<file path="src/rtl/mlp_result_sink.sv">
// Frame-level result sink for the MLP accelerator: takes a label, then NUM_CLASSES signed
// scores, reports the argmax and whether it matched, and keeps saturating accuracy totals.
module mlp_result_sink #(
   parameter int C_S00_AXIS_TDATA_WIDTH = 32,
   parameter int NUM_CLASSES            = 10,
   parameter int LABEL_WIDTH            = 4,
   parameter int CNT_WIDTH              = 16
) (
   input  logic                                  s00_axis_aclk,
   input  logic                                  s00_axis_aresetn,
   output logic                                  s00_axis_tready,
   input  logic [C_S00_AXIS_TDATA_WIDTH-1:0]     s00_axis_tdata,
   input  logic [(C_S00_AXIS_TDATA_WIDTH/8)-1:0] s00_axis_tstrb,
   input  logic                                  s00_axis_tlast,
   input  logic                                  s00_axis_tvalid,
   input  logic [LABEL_WIDTH-1:0]                label_data,
   input  logic                                  label_valid,
   output logic                                  label_ready,
   input  logic                                  clear,
   output logic [LABEL_WIDTH-1:0]                class_out,
   output logic                                  class_valid,
   output logic                                  correct,
   output logic                                  frame_err,
   output logic [CNT_WIDTH-1:0]                  total_cnt,
   output logic [CNT_WIDTH-1:0]                  correct_cnt
);

   typedef enum logic [1:0] {WAIT_LABEL, RECV, DRAIN, RESULT} state_t;

   localparam logic [LABEL_WIDTH-1:0] LAST_IDX = LABEL_WIDTH'(NUM_CLASSES - 1);

   function automatic logic [CNT_WIDTH-1:0] sat_inc(input logic [CNT_WIDTH-1:0] v,
                                                    input logic en);
      if (en && (v != '1)) sat_inc = v + CNT_WIDTH'(1);
      else                 sat_inc = v;
   endfunction

   state_t                              state_q, state_d;
   logic [LABEL_WIDTH-1:0]              idx_q, idx_d;
   logic [LABEL_WIDTH-1:0]              maxidx_q, maxidx_d;
   logic [LABEL_WIDTH-1:0]              label_q, label_d;
   logic [LABEL_WIDTH-1:0]              cls_hold_q, cls_hold_d;
   logic signed [C_S00_AXIS_TDATA_WIDTH-1:0] max_q, max_d;
   logic signed [C_S00_AXIS_TDATA_WIDTH-1:0] beat_s;
   logic                                err_q, err_d;
   logic [CNT_WIDTH-1:0]                total_q, total_d;
   logic [CNT_WIDTH-1:0]                corr_q, corr_d;
   logic                                beat_hs, label_hs, hit;

   // Byte strobes carry no meaning for score words.
   wire unused_tstrb = &{1'b0, s00_axis_tstrb};

   assign beat_s   = s00_axis_tdata;
   assign beat_hs  = s00_axis_tvalid && s00_axis_tready;
   assign label_hs = label_valid && label_ready;
   assign hit      = (maxidx_q == label_q);

   always_ff @(posedge s00_axis_aclk or negedge s00_axis_aresetn) begin
      if (!s00_axis_aresetn) state_q <= WAIT_LABEL;
      else                   state_q <= state_d;
   end

   always_comb begin
      state_d = state_q;
      case (state_q)
         WAIT_LABEL: if (label_hs) state_d = RECV;
         RECV: begin
            if (beat_hs) begin
               if (s00_axis_tlast)        state_d = RESULT;
               else if (idx_q == LAST_IDX) state_d = DRAIN;
            end
         end
         DRAIN:      if (beat_hs && s00_axis_tlast) state_d = RESULT;
         RESULT:     state_d = WAIT_LABEL;
         default:    state_d = WAIT_LABEL;
      endcase
   end

   always_comb begin
      s00_axis_tready = (state_q == RECV) || (state_q == DRAIN);
      label_ready     = (state_q == WAIT_LABEL);
      class_valid     = (state_q == RESULT);
      class_out       = (state_q == RESULT) ? maxidx_q : cls_hold_q;
      correct         = (state_q == RESULT) && hit;
      frame_err       = (state_q == RESULT) && err_q;
      total_cnt       = total_q;
      correct_cnt     = corr_q;
   end

   always_comb begin
      idx_d      = idx_q;
      maxidx_d   = maxidx_q;
      max_d      = max_q;
      label_d    = label_q;
      err_d      = err_q;
      cls_hold_d = cls_hold_q;
      case (state_q)
         WAIT_LABEL: begin
            if (label_hs) begin
               label_d = label_data;
               idx_d   = '0;
               err_d   = 1'b0;
            end
         end
         RECV: begin
            if (beat_hs) begin
               // Strict greater-than keeps the lowest index on ties.
               if ((idx_q == '0) || (beat_s > max_q)) begin
                  max_d    = beat_s;
                  maxidx_d = idx_q;
               end
               idx_d = idx_q + LABEL_WIDTH'(1);
               if (s00_axis_tlast ? (idx_q != LAST_IDX) : (idx_q == LAST_IDX)) err_d = 1'b1;
            end
         end
         RESULT:  cls_hold_d = maxidx_q;
         default: ;
      endcase
   end

   always_comb begin
      total_d = sat_inc(total_q, state_q == RESULT);
      corr_d  = sat_inc(corr_q, (state_q == RESULT) && hit);
      if (clear) begin
         total_d = '0;
         corr_d  = '0;
      end
   end

   always_ff @(posedge s00_axis_aclk or negedge s00_axis_aresetn) begin
      if (!s00_axis_aresetn) begin
         idx_q      <= '0;
         maxidx_q   <= '0;
         max_q      <= '0;
         label_q    <= '0;
         err_q      <= 1'b0;
         cls_hold_q <= '0;
         total_q    <= '0;
         corr_q     <= '0;
      end else begin
         idx_q      <= idx_d;
         maxidx_q   <= maxidx_d;
         max_q      <= max_d;
         label_q    <= label_d;
         err_q      <= err_d;
         cls_hold_q <= cls_hold_d;
         total_q    <= total_d;
         corr_q     <= corr_d;
      end
   end

endmodule

</file>
<file path="config.mk">
export PLATFORM = sky130hd
export DESIGN_NAME = mlp_result_sink
export DESIGN_NICKNAME = d
export VERILOG_FILES = /design/src/rtl/mlp_result_sink.sv
export SDC_FILE = /design/constraint.sdc
export NUM_CORES = 1
export LEC_CHECK = 0
export BUFFER_PORTS_ARGS = -buffer_cell sky130_fd_sc_hd__buf_2
export CELL_PAD_IN_SITES_DETAIL_PLACEMENT = 1
export CELL_PAD_IN_SITES_GLOBAL_PLACEMENT = 1
export CORE_ASPECT_RATIO = 1.25
export CORE_MARGIN = 10
export CORE_UTILIZATION = 49
export CTS_BUF_LIST = sky130_fd_sc_hd__clkbuf_4
export DETAILED_ROUTE_END_ITERATION = 7
export PLACE_DENSITY = 0.86
export SYNTH_ARGS = -nofsm -noshare
export SYNTH_HDL_FRONTEND = slang
export SYNTH_SLANG_ARGS = --single-unit
</file>
<file path="constraint.sdc">
create_clock -name s00_axis_aclk -period 8.9 [get_ports s00_axis_aclk]
set_clock_uncertainty 0.15 [all_clocks]
set_input_delay 0.89 -clock s00_axis_aclk [delete_from_list [all_inputs] [get_ports s00_axis_aclk]]
set_output_delay 0.89 -clock s00_axis_aclk [all_outputs]
set_load 0.005 [all_outputs]
</file>
==> flow_summary.html <==
<table>
<tr><th>Metric</th><th>Value</th></tr>
<tr><th colspan="2">Floorplan</th></tr>
<tr><td>Initial core utilization</td><td>50.5%</td></tr>
<tr><td>Cell Rows</td><td>39</td></tr>
<tr><td>Die Footprint</td><td>13800 µm²</td></tr>
<tr><td>Die height</td><td>129 µm</td></tr>
<tr><td>Floorplan core area</td><td>9220 µm²</td></tr>
<tr><td>Number of primary I/O pins</td><td>87</td></tr>
<tr><td>Horizontal die dimension</td><td>107 µm</td></tr>
<tr><th colspan="2">Setup path</th></tr>
<tr><td>Critical register-to-register path endpoint</td><td>max_q[16]</td></tr>
<tr><td>Worst path bufs/invs</td><td>2</td></tr>
<tr><td>Cell at the slowest stage of the critical path</td><td>sky130_fd_sc_hd__buf_4</td></tr>
<tr><td>Critical path launch point type</td><td>input pin</td></tr>
<tr><td>Count of cell instances traversed by the critical path</td><td>11</td></tr>
<tr><td>Largest delay share family, worst path</td><td>compound AO/OA/AOI/OAI gates</td></tr>
<tr><td>Largest stage delay on the critical path</td><td>0.57 ns</td></tr>
<tr><td>Critical path fanouts, max</td><td>32</td></tr>
<tr><td>Data arrival time of the critical path</td><td>3.79 ns</td></tr>
<tr><td>Worst flop-to-flop path startpoint</td><td>max_q[25]</td></tr>
<tr><td>Setup slack, reg-to-reg</td><td>5.44 ns</td></tr>
<tr><td>Worst setup path category</td><td>input pin to flip-flop</td></tr>
<tr><td>List of cells traversed by the critical path</td><td>buf_2 -&gt; ha_1 -&gt; a21oi_1 -&gt; o21ai_0 -&gt; a221oi_1 -&gt; o21ai_1 -&gt; a211oi_2 -&gt; xnor2_1 -&gt; o31ai_4 -&gt; buf_4 -&gt; mux2_2</td></tr>
<tr><td>Logic depth of the worst register-to-register path</td><td>11</td></tr>
<tr><td>Endpoint required time on the critical path</td><td>9.06 ns</td></tr>
<tr><td>Critical Path End Type</td><td>flip-flop</td></tr>
<tr><th colspan="2">Yosys</th></tr>
<tr><td>Post-Synth XOR/XNOR Area</td><td>6.02%</td></tr>
<tr><td>Count of state elements after synthesis</td><td>83</td></tr>
<tr><td>Average cell area after synthesis</td><td>10.8 µm²</td></tr>
<tr><td>Dominant synthesized flop cell</td><td>sky130_fd_sc_hd__dfrtp_1</td></tr>
<tr><td>Combinational family with the most area after synthesis</td><td>simple AND/OR/NAND/NOR gates</td></tr>
<tr><td>Compound-gate portion of the synthesized area</td><td>6.75%</td></tr>
<tr><td>Post-synthesis adder-cell area fraction</td><td>11.0%</td></tr>
<tr><td>Share of synthesized registers carrying an async set or reset</td><td>100%</td></tr>
<tr><td>Number of enable-type register cells in the synthesized netlist</td><td>0</td></tr>
<tr><td>Area of the mapped netlist</td><td>4660 µm²</td></tr>
<tr><td>Synthesized instance count</td><td>432</td></tr>
<tr><td>Proportion of synthesized chip area in sequential cells</td><td>44.6%</td></tr>
<tr><td>Top post-synthesis cells by area</td><td>sky130_fd_sc_hd__dfrtp_1 (45%), sky130_fd_sc_hd__ha_1 (11%), sky130_fd_sc_hd__mux2_4 (9.7%)</td></tr>
<tr><td>Fraction of synthesized area in multiplexers</td><td>13.3%</td></tr>
<tr><td>Yosys warns</td><td>0</td></tr>
<tr><td>Mapped Nets</td><td>519</td></tr>
<tr><td>Share of the synthesized area in the top cell type</td><td>44.6%</td></tr>
<tr><td>Cell type with the highest aggregate area in the netlist</td><td>sky130_fd_sc_hd__dfrtp_1</td></tr>
<tr><td>Basic-gate share of the synthesized area counting and, or, nand and nor cells</td><td>13.8%</td></tr>
<tr><td>Count of cell types in the netlist</td><td>36</td></tr>
<tr><th colspan="2">STA</th></tr>
<tr><td>Highest clock frequency the design can meet</td><td>0.275 GHz</td></tr>
<tr><td>Post-Route Hold Slack</td><td>0.367 ns</td></tr>
<tr><td>Hold Vio Cnt, Final</td><td>0</td></tr>
<tr><td>Share of the cycle needed by the critical path after routing</td><td>40.8%</td></tr>
<tr><td>Transition time of the tightest slew-check pin</td><td>1.08 ns</td></tr>
<tr><td>Clock period minus worst slack</td><td>3.63 ns</td></tr>
<tr><td>Fin Setup TNS</td><td>0 ns</td></tr>
<tr><td>Final number of max-transition violations</td><td>0</td></tr>
<tr><td>Relative slew margins</td><td>27.9%</td></tr>
<tr><td>Setup repair after global routing missed its margin</td><td>false</td></tr>
<tr><td>Setup Viol. Count Final</td><td>0</td></tr>
<tr><th colspan="2">Global routing</th></tr>
<tr><td>GRT Util Overall</td><td>16.1%</td></tr>
<tr><td>Wire length of the first global-routing pass</td><td>18400 µm</td></tr>
<tr><td>Via count of the first global-routing pass</td><td>3912</td></tr>
<tr><td>Maximum number of pins on one net before global-route repair</td><td>84</td></tr>
<tr><td>Global route total overflow</td><td>0</td></tr>
<tr><td>Initial antenna violation count</td><td>0</td></tr>
<tr><th colspan="2">Detailed routing</th></tr>
<tr><td>Total Routed Length</td><td>10800 µm</td></tr>
<tr><td>DR WL/cell</td><td>16.7 µm</td></tr>
<tr><td>Post-DRT Antenna Nets</td><td>0</td></tr>
<tr><td>Vias</td><td>3492</td></tr>
<tr><td>Iteration-0 DRC Markers</td><td>118</td></tr>
<tr><td>Drt pass-1 iters</td><td>4</td></tr>
<tr><td>Post-DR vias/cell</td><td>5.41</td></tr>
<tr><td># DRC</td><td>0</td></tr>
<tr><th colspan="2">Clock tree</th></tr>
<tr><td>Clock buffer count from CTS</td><td>9</td></tr>
<tr><td>Postcts setup bufs</td><td>0</td></tr>
<tr><td>CTS-repair resized insts</td><td>0</td></tr>
<tr><td>Num Clock Sinks</td><td>83</td></tr>
<tr><td>Clock tree from TritonCTS</td><td>done</td></tr>
<tr><td>Clock transition at the registers of the reported paths</td><td>0.12 ns</td></tr>
<tr><td>Clock root buffer</td><td>sky130_fd_sc_hd__clkbuf_4</td></tr>
<tr><td>Deepest level of the CTS H-tree</td><td>3</td></tr>
<tr><td>CTS Hold Buffers Added</td><td>0</td></tr>
<tr><td>Clock buffer depth</td><td>2</td></tr>
<tr><td>Worst-Skew Late Latency</td><td>0.43 ns</td></tr>
<tr><th colspan="2">Job</th></tr>
<tr><td>Max-capacitance violation count</td><td>0</td></tr>
<tr><th colspan="2">Final layout</th></tr>
<tr><td>Layout Cells excl Fill</td><td>645</td></tr>
<tr><td>Number of antenna repair diodes</td><td>0</td></tr>
<tr><td>Proportion of layout cells with a drive suffix above 1</td><td>28.2%</td></tr>
<tr><td>Final design area excluding fillers</td><td>5290 µm²</td></tr>
<tr><td>Fill cell instance count of the final layout</td><td>1061</td></tr>
<tr><td>Most used cells in the layout excluding fill and tap cells</td><td>sky130_fd_sc_hd__dfrtp_1 (83), sky130_fd_sc_hd__buf_2 (81), sky130_fd_sc_hd__nor2_1 (41), sky130_fd_sc_hd__ha_1 (41), sky130_fd_sc_hd__inv_1 (38)</td></tr>
<tr><td>Nets</td><td>604</td></tr>
<tr><td>Layout overhead on the synthesized area</td><td>13.7%</td></tr>
<tr><td>Leading cell type in the layout, fill and taps excluded</td><td>sky130_fd_sc_hd__dfrtp_1</td></tr>
<tr><th colspan="2">Placement</th></tr>
<tr><td>Placer Congestion</td><td>0.746</td></tr>
<tr><td>Number of instances in the placed design</td><td>629</td></tr>
<tr><td>Count of input and output buffers</td><td>82</td></tr>
<tr><td>Post-DP HPWL</td><td>8330 µm</td></tr>
<tr><td>Post-Place Cell Area</td><td>5160 µm²</td></tr>
<tr><th colspan="2">Worst hold path</th></tr>
<tr><td>Class of the tightest hold or removal check</td><td>flip-flop to flip-flop</td></tr>
<tr><td>Worst hold path startpoint</td><td>cls_hold_q[1]</td></tr>
<tr><td>Endpoint, Worst Hold</td><td>cls_hold_q[1]</td></tr>
<tr><td>Worst hold path depth</td><td>1</td></tr>
<tr><th colspan="2">Power</th></tr>
<tr><td>P per Cell Area</td><td>275 nW/µm²</td></tr>
<tr><td>Total leakage power</td><td>0.00272 µW</td></tr>
<tr><td>Maximum vdd drop</td><td>141 µV</td></tr>
<tr><th colspan="2">Outcome</th></tr>
<tr><td>Status</td><td>finished clean</td></tr>
</table>
[layout make-up]
cell class | instances | area [µm²] | area share, %
repair buffers | 83 | 420 | 7.94
clock buffers | 12 | 90.1 | 1.70
clock inverters | 4 | 41.3 | 0.780
multi-input cells | 302 | 2370 | 44.7
flip-flops and latches | 83 | 2080 | 39.2
inverters | 38 | 143 | 2.69
well taps | 123 | 154 | 2.91
[layer usage]
layer	up-vias	GRT usage [%]	wire length (µm)
met5	-	0	0
met4	0	7.10	240
met3	18	3.45	467
met2	65	29.1	5770
met1	1761	17.8	4290
li1	1648	-	-
[synthesized netlist by cell type (all sizes together), types with 10 or more instances]
| cell type | n |
|---|---|
| nand2 | 34 |
| inv | 38 |
| xor2 | 21 |
| xnor2 | 11 |
| o21ai | 17 |
| and3 | 10 |
| nand3 | 18 |
| nand4 | 11 |
| ha | 41 |
| mux2 | 44 |
| dfrtp | 83 |
| nor2 | 41 |
| a21oi | 23 |
[worst register-to-register path: cells and delay by family (launching register included)]
family          cells  cell delay, ns
buf+inv             2            0.62
xor+xnor            1            0.14
fa+ha+maj           1            0.29
compound gates      6            1.34
flops               1            0.37
mux                 1            0.43
[flip-flops by register name (all words and copies together) (netlist names)]
register	cells
cls_hold_q	4
correct_cnt	16
err_q	1
idx_q	4
label_q	4
max_q	32
maxidx_q	4
state_q	2
total_cnt	16
[worst max path at each step]
| stage | slack [ns] | endpoint | from |
|---|---|---|---|
| global placement | 4.84 | max_q[13] | s00_axis_tdata[25] |
| finish | 5.27 | max_q[16] | s00_axis_tdata[25] |
| detailed placement | 4.81 | max_q[16] | s00_axis_tdata[25] |
| global route | 5.16 | max_q[16] | s00_axis_tdata[25] |
| floorplan | 5.56 | max_q[0] | s00_axis_tdata[1] |
| CTS | 5.27 | max_q[16] | s00_axis_tdata[25] |
[through the flow]
step / utilization [%] / worst slack, ns / total power, µW
after floorplan: - / 5.56 / 1100
after global placement: 56.0 / 4.84 / 1200
after detailed placement: 56.0 / 4.81 / 1260
after CTS: 57.4 / 5.27 / 1480
after global routing: 57.4 / 5.16 / 1580
final: 57.4 / 5.27 / 1450
[report_power, final]
group          switching, µW  internal (µW)
clock                    124           92.9
combinational            320            352
sequential              74.7            490
total                    519            935
[kinds of logic (layout without fill, tap and decap cells)]
group / count (synthesis) / in the layout
AO/OA/AOI/OAI: 51 / 51
buffers and inverters: 47 / 137
XOR/XNOR: 32 / 32
adder cells (fa/ha/maj): 41 / 41
flip-flops: 83 / 83
multiplexers: 45 / 45
AND/OR/NAND/NOR: 133 / 133
Power figures use the tool's default switching activity.
